<file path="src/rtl/instr_fetch_unit.sv">
// Instruction-fetch stage: owns the PC, issues one word request at a time and
// presents each fetched word to the CPU, applying redirects when it is taken.
`timescale 1ns/1ps
module instr_fetch_unit #(
    parameter logic [31:0] RESET_PC = 32'h0000_0000
) (
    input  logic        clock,
    input  logic        reset_n,
    input  logic        enable,
    output logic        imem_req,
    output logic [31:0] imem_addr,
    input  logic        imem_ack,
    input  logic [31:0] imem_rdata,
    output logic [31:0] instruction,
    output logic [31:0] instr_pc,
    output logic        instr_valid,
    input  logic        instr_ready,
    input  logic        branch_taken,
    input  logic [15:0] branch_offset,
    input  logic        jump,
    input  logic [25:0] jump_target,
    input  logic        jump_reg,
    input  logic [31:0] jump_reg_addr,
    output logic        err_misaligned_pc,
    output logic [1:0]  dbg_state_o
);

    typedef enum logic [1:0] {IDLE, FETCH, HOLD, HALT} state_t;

    state_t      state_q, state_d;
    logic [31:0] pc_q, pc_d;
    logic [31:0] instr_q, instr_d;
    logic [31:0] ipc_q, ipc_d;
    logic        err_q, err_d;
    logic [31:0] seq_pc;
    logic [31:0] br_tgt;

    always_ff @(posedge clock or negedge reset_n) begin
        if (!reset_n) begin
            state_q <= IDLE;
            pc_q    <= RESET_PC;
            instr_q <= 32'h0;
            ipc_q   <= 32'h0;
            err_q   <= 1'b0;
        end else begin
            state_q <= state_d;
            pc_q    <= pc_d;
            instr_q <= instr_d;
            ipc_q   <= ipc_d;
            err_q   <= err_d;
        end
    end

    // Handshake: instr_valid stays high with instruction/instr_pc frozen until a
    // cycle with instr_valid & instr_ready; redirect inputs are honoured only then.
    always_comb begin
        state_d = state_q;
        pc_d    = pc_q;
        instr_d = instr_q;
        ipc_d   = ipc_q;
        err_d   = err_q;
        seq_pc  = ipc_q + 32'd4;
        br_tgt  = seq_pc + {{14{branch_offset[15]}}, branch_offset, 2'b00};
        case (state_q)
            IDLE: begin
                if (enable) state_d = FETCH;
            end
            FETCH: begin
                if (imem_ack) begin
                    instr_d = imem_rdata;
                    ipc_d   = pc_q;
                    pc_d    = pc_q + 32'd4;
                    state_d = HOLD;
                end
            end
            HOLD: begin
                if (instr_ready) begin
                    state_d = enable ? FETCH : IDLE;
                    pc_d    = seq_pc;
                    if (jump_reg) begin
                        // A misaligned jr target is fatal until reset.
                        if (jump_reg_addr[1:0] != 2'b00) begin
                            err_d   = 1'b1;
                            state_d = HALT;
                        end else begin
                            pc_d = jump_reg_addr;
                        end
                    end else if (jump) begin
                        pc_d = {seq_pc[31:28], jump_target, 2'b00};
                    end else if (branch_taken) begin
                        pc_d = br_tgt;
                    end
                end
            end
            default: begin
                state_d = HALT;
            end
        endcase
    end

    assign imem_req          = (state_q == FETCH);
    assign imem_addr         = imem_req ? pc_q : 32'h0;
    assign instr_valid       = (state_q == HOLD);
    assign instruction       = instr_q;
    assign instr_pc          = ipc_q;
    assign err_misaligned_pc = err_q;
    assign dbg_state_o       = state_q;

endmodule

</file>
<file path="config.mk">
export PLATFORM = sky130hd
export DESIGN_NAME = instr_fetch_unit
export DESIGN_NICKNAME = d
export VERILOG_FILES = /design/src/rtl/instr_fetch_unit.sv
export SDC_FILE = /design/constraint.sdc
export NUM_CORES = 1
export LEC_CHECK = 0
export CORE_ASPECT_RATIO = 1.5
export CORE_MARGIN = 2
export CORE_UTILIZATION = 54
export DETAILED_ROUTE_END_ITERATION = 7
export GPL_TIMING_DRIVEN = 0
export PLACE_DENSITY = 0.85
export SLEW_MARGIN = 0
export SYNTH_ARGS = -nofsm -noshare
export SYNTH_HDL_FRONTEND = slang
export SYNTH_SLANG_ARGS = --single-unit
</file>
<file path="constraint.sdc">
create_clock -name clock -period 9.9 [get_ports clock]
set_input_delay 1.485 -clock clock [delete_from_list [all_inputs] [get_ports clock]]
set_output_delay 1.485 -clock clock [all_outputs]
set_load 0.01 [all_outputs]
</file>
Word-level counts from Yosys, hierarchy flattened
Index checks and enable logic that the tools add are counted.

Bits in registers: 99. Bits of input ports: 114. Output and inout bits: 101. Logic and storage cells: 35.

Add/subtract/negate cells: 3. Equal/unequal tests: 5. Muxes and demuxes: 15. Reduce and logical (&&, ||, !) cells: 7.

Operators with widths (number): 2-to-1 mux 32 bit (7); adder 32 x 3 -> 32 bit (second input constant) (2); case mux 32 bit (2 select lines) (1); adder 32 bit (1); 2-to-1 mux 2 bit (5); case mux 2 bit (3 select lines) (1); AND reduction 3 bit (2); != test 2 x 1 -> 1 bit (second input constant) (2); AND reduction 4 bit (1); nonzero test 2 bit (2); == test 2 x 1 -> 1 bit (second input constant) (1); == test 2 bit (second input constant) (1); logical NOT 2 bit (1); != test 2 bit (second input constant) (1); AND reduction 2 bit (1); 2-to-1 mux 1 bit (1).

Depth between registers and ports, before layout
Word-level depth: 7. Mapped depth: 16. Mapped depth without buffers: 15.

Worst setup path after synthesis
Ideal clock, no wire load.

Path type: input -> register. From: input port branch_offset[2]. To: register pc_q[25]. Setup time: 94 ps. Arrival: 3577 ps. Required time: 9806 ps. Setup slack: 6229 ps. Stages: 9. Buffers on the path: 0. Path through: ha_1 > nand2_1 > nor3_1 > o211ai_1 > o21ai_0 > a31oi_1 > nor3_1 > mux2_2 > a211oi_1.

Word-level cells in the longest chain between the ends: 6.

RTL lines: start, declared (RTL line 19) `input logic [15:0] branch_offset,`; adder 32 bit (RTL line 63) `br_tgt = seq_pc + {{14{branch_offset[15]}}, branch_offset, 2'b00};`; 2-to-1 mux 32 bit (RTL line 90) `end else if (branch_taken) begin`; 2-to-1 mux 32 bit (RTL line 88) `end else if (jump) begin`; 2-to-1 mux 32 bit (RTL line 80) `if (jump_reg) begin`; 2-to-1 mux 32 bit (RTL line 77) `if (instr_ready) begin`; case mux 32 bit (2 select lines) (RTL line 64) `case (state_q)`; end signal, assigned (RTL line 47) `pc_q <= pc_d;`; end, declared (RTL line 31) `logic [31:0] pc_q, pc_d;`.

No other way between the ends. The select of a mux whose other input is x is not followed. A chain may end at the register's enable or synchronous reset.

Worst setup path after layout
From: input port branch_offset[15]. To: register pc_q[31].

Same word-level chain as after synthesis.

==> impl_summary.txt <==
----------------------------------------------------
[Timing]
  Max-Slew Margin vs Limit ... 0.428
  Tcrit/Tclk final ... 0.489
  Tightest Pin Transition ... about 860 ps
  Pins over their slew limit ... 0
  Post-layout minimum cycle time ... around 4800 ps
  Total negative setup slack ... 0 ps
  Hold violation count in the final report ... 0
  Setup violations, final ... 0
  Final Worst Setup Slack ... between 5000 and 6000 ps
  Highest clock rate ... a little over 0.2 GHz
  Clock skew after layout ... 10.7 ps
  Unrepaired setup endpoints after global routing ... no

[Pwr]
  Power Density ... about 270 nW/µm²
  Static Leakage ... roughly 4.8 nW
  Peak supply drop ... between 0.2 and 0.25 mV

[Floorplan]
  Die outline width ... roughly 100 µm
  Number of top-level design ports ... 215
  Die Y-Extent ... 153 µm
  Initial cell density of the core ... 0.553
  Floorplan Core Area ... between 10000 and 15000 µm²
  Row count ... 54
  Die outline area ... approximately 16000 µm²

[Detailed routing]
  Wire length after detailed routing ... approximately 30 mm
  Residual antenna-violating net count after detailed routing ... 0
  First-pass iteration count of the detailed router ... 6
  Wire length per cell ... 20.4 µm
  DRC Markers ... 0
  Total via count after detailed routing ... 9137
  DRC marker count from the first detailed-route iteration ... 808
  Number of vias per cell ... 6.16

[Setup path]
  Peak fanout along the critical path ... 20
  Critical Path End Type ... register
  End of the worst register-to-register path ... pc_q[25]
  Capturing instance or port of the critical path ... pc_q[31]
  Critical path data required time ... 10110 ps
  Type of origin of the critical path ... input pin
  FF-to-FF Start ... instr_pc[2]
  Start point of the critical path ... branch_offset[15]
  R2R depth ... 13
  Minimum setup slack among reg-to-reg paths ... ~5500 ps
  Arrival time reported for the critical path endpoint ... 5050 ps
  Type of the worst setup path ... input pin to register

[Outcome]
  Outcome ... finished, final reports clean

[Placed design]
  Quantity of I/O buffers inserted on ports ... ~210
  HPWL after detailed placement ... roughly 24 mm
  Gpl congestion ... slightly below 1
  Minimum setup slack after placement ... slightly below 5000 ps

[Global route]
  First-pass GRT wire length ... approximately 47 mm
  Largest net degree at the start of global routing ... 60
  Number of antenna violations at the first check in global routing ... 0
  Overflow after GRT ... 0
  Global router's overall resource usage ... 0.372
  Number of global-route vias before repair ... between 8000 and 9000

[Clock tree]
  Worst-skew pair later-pin latency ... approximately 340 ps
  Clk pin slew, worst setup/hold paths ... around 70 ps
  Worst-case clock buffer depth ... 2
  Sinks on the clock net ... 99
  CTS tree ... yes
  Master cell of the clock root buffer ... sky130_fd_sc_hd__clkbuf_16
  Number of instances resized during post-cts repair ... 0
  Maximum level of the CTS H-tree ... 3
  Number of buffers inserted by post-CTS setup repair ... 0
  TritonCTS buffer count ... 9
  Number of hold-repair buffers added at the cts stage ... 0

[Layout]
  # fillers ... between 1000 and 1500
  Nets ... ~1400
  Area Growth Syn to Fin ... 33.6%
  Layout cells sized above 1 ... 0.0404

[Logic synthesis]
  Synthesized netlist net count ... between 1000 and 1500
  Most repeated cell in the gate-level netlist after synthesis ... sky130_fd_sc_hd__nand2_1
  Number of enable-type register cells in the synthesized netlist ... 0
  Post-synth top area share ... 0.308
  Top cells by count, synth ... 258 x sky130_fd_sc_hd__nand2_1, 99 x sky130_fd_sc_hd__dfrtp_1, 83 x sky130_fd_sc_hd__a21oi_1
  Mean Syn Cell Area ... ~7.6 µm²
  Number of cells produced by synthesis ... about 1100
  Distinct cell type count after synthesis ... 71
  Number of warnings reported in the yosys synthesis log ... 0
  Portion of the post-synthesis area used by sequential elements ... 0.308
  Dominant cells by area after synthesis ... sky130_fd_sc_hd__dfrtp_1 31%, sky130_fd_sc_hd__nand2_1 12%, sky130_fd_sc_hd__ha_1 5.9%
  FFs w/ async S/R, synth ... 1.00
  Prevailing post-synth register cell ... sky130_fd_sc_hd__dfrtp_1
  Library cell occupying the most area in the post-synthesis netlist ... sky130_fd_sc_hd__dfrtp_1
  Synthesized cell area ... 8040 µm²
  #FFs+latches synth ... 99

[Worst hold path]
  Worst hold path class ... register to register

[Run]
  Reported max-cap violation count ... 0

----------------------------------------------------
-- stage by stage --
step | std cells | power, mW | util | instance area (µm²) | hold WS, ps
4_1_cts | 1482 | 2.86 | 0.739 | 10700 | 478
3_3_place_gp | 1465 | 2.44 | 0.716 | 10400 | 457
6_report | 1483 | 2.90 | 0.740 | 10700 | 475
5_1_grt | 1482 | 3.07 | 0.739 | 10700 | 493
3_5_place_dp | 1466 | 2.47 | 0.717 | 10400 | 462
2_1_floorplan | 1058 | 1.76 | - | 8040 | 452
-- final cells by class --
cell class                      instances  area (µm²)  area share
Buffer                                 56         304      0.0283
Tap cell                              196         245      0.0228
Inverter                               28         105     0.00978
Clock buffer                           10         229      0.0213
Antenna cell                            1        2.50    0.000233
Multi-Input combinational cell        875        5150       0.480
Sequential cell                        99        2480       0.231
Clock inverter                          6        90.1     0.00839
Timing Repair Buffer                  212        2140       0.199
-- metal layers --
metal,part of all wire,vias to the layer above,track usage
met3,0.094,134,0.0687
met5,0,-,0
li1,-,4178,-
met1,0.37,4222,0.439
met2,0.48,603,0.636
met4,0.058,0,0.210
-- logic make-up after synthesis --
| logic type | Yosys count | synth area share |
|---|---|---|
| AOI/OAI and AO/OA | 267 | 0.215 |
| and+or+nand+nor | 499 | 0.283 |
| xor gates and xnor gates | 45 | 0.0490 |
| DFF | 99 | 0.308 |
| adders and majority gates | 39 | 0.0616 |
| muxes | 25 | 0.0319 |
| buffers and inverters | 84 | 0.0509 |
-- state kept, by name (all words and copies together), names as in the netlist --
register and cells:
pc_q 32, instruction 32, instr_pc 32, dbg_state_o 2, err_misaligned_pc 1
-- report_power, final --
part           switching [mW]  internal, mW  total (mW)  leakage, nW
clock                   0.151         0.222       0.373        0.153
combinational           0.937         0.773        1.71         3.40
sequential              0.236         0.582       0.818         1.22
total                    1.32          1.58        2.90         4.77
-- worst min path at each step --
stage	startpoint	depth (start not counted)	slack, ps	endpoint
floorplan	pc_q[0]	2	450	instr_pc[0]
global placement	instruction[0]	2	460	instruction[0]
detailed placement	instruction[9]	2	460	instruction[9]
CTS	instruction[21]	2	480	instruction[21]
global route	instruction[24]	2	490	instruction[24]
finish	instruction[2]	2	470	instruction[2]
-- critical path: stages --
cell and delay, ps:
sky130_fd_sc_hd__clkdlybuf4s50_1 860, sky130_fd_sc_hd__ha_1 670, sky130_fd_sc_hd__nand2_1 130, sky130_fd_sc_hd__o21ai_0 350, sky130_fd_sc_hd__or2_2 220, sky130_fd_sc_hd__and3b_1 250
sky130_fd_sc_hd__o31ai_1 310, sky130_fd_sc_hd__xor2_1 280, sky130_fd_sc_hd__mux2i_1 360, sky130_fd_sc_hd__o21ai_0 130
-- placed cells by master, fill, tap and decap left out, types with 37 or more instances in the layout --
cell type / n
sky130_fd_sc_hd__a21oi_1: 83
sky130_fd_sc_hd__and2_1: 42
sky130_fd_sc_hd__clkbuf_1: 43
sky130_fd_sc_hd__clkdlybuf4s50_1: 210
sky130_fd_sc_hd__dfrtp_1: 99
sky130_fd_sc_hd__ha_1: 38
sky130_fd_sc_hd__nand2_1: 258
sky130_fd_sc_hd__nand3_1: 37
sky130_fd_sc_hd__nor2_1: 77
sky130_fd_sc_hd__o21ai_0: 63
(Power assumes the default switching activity.)
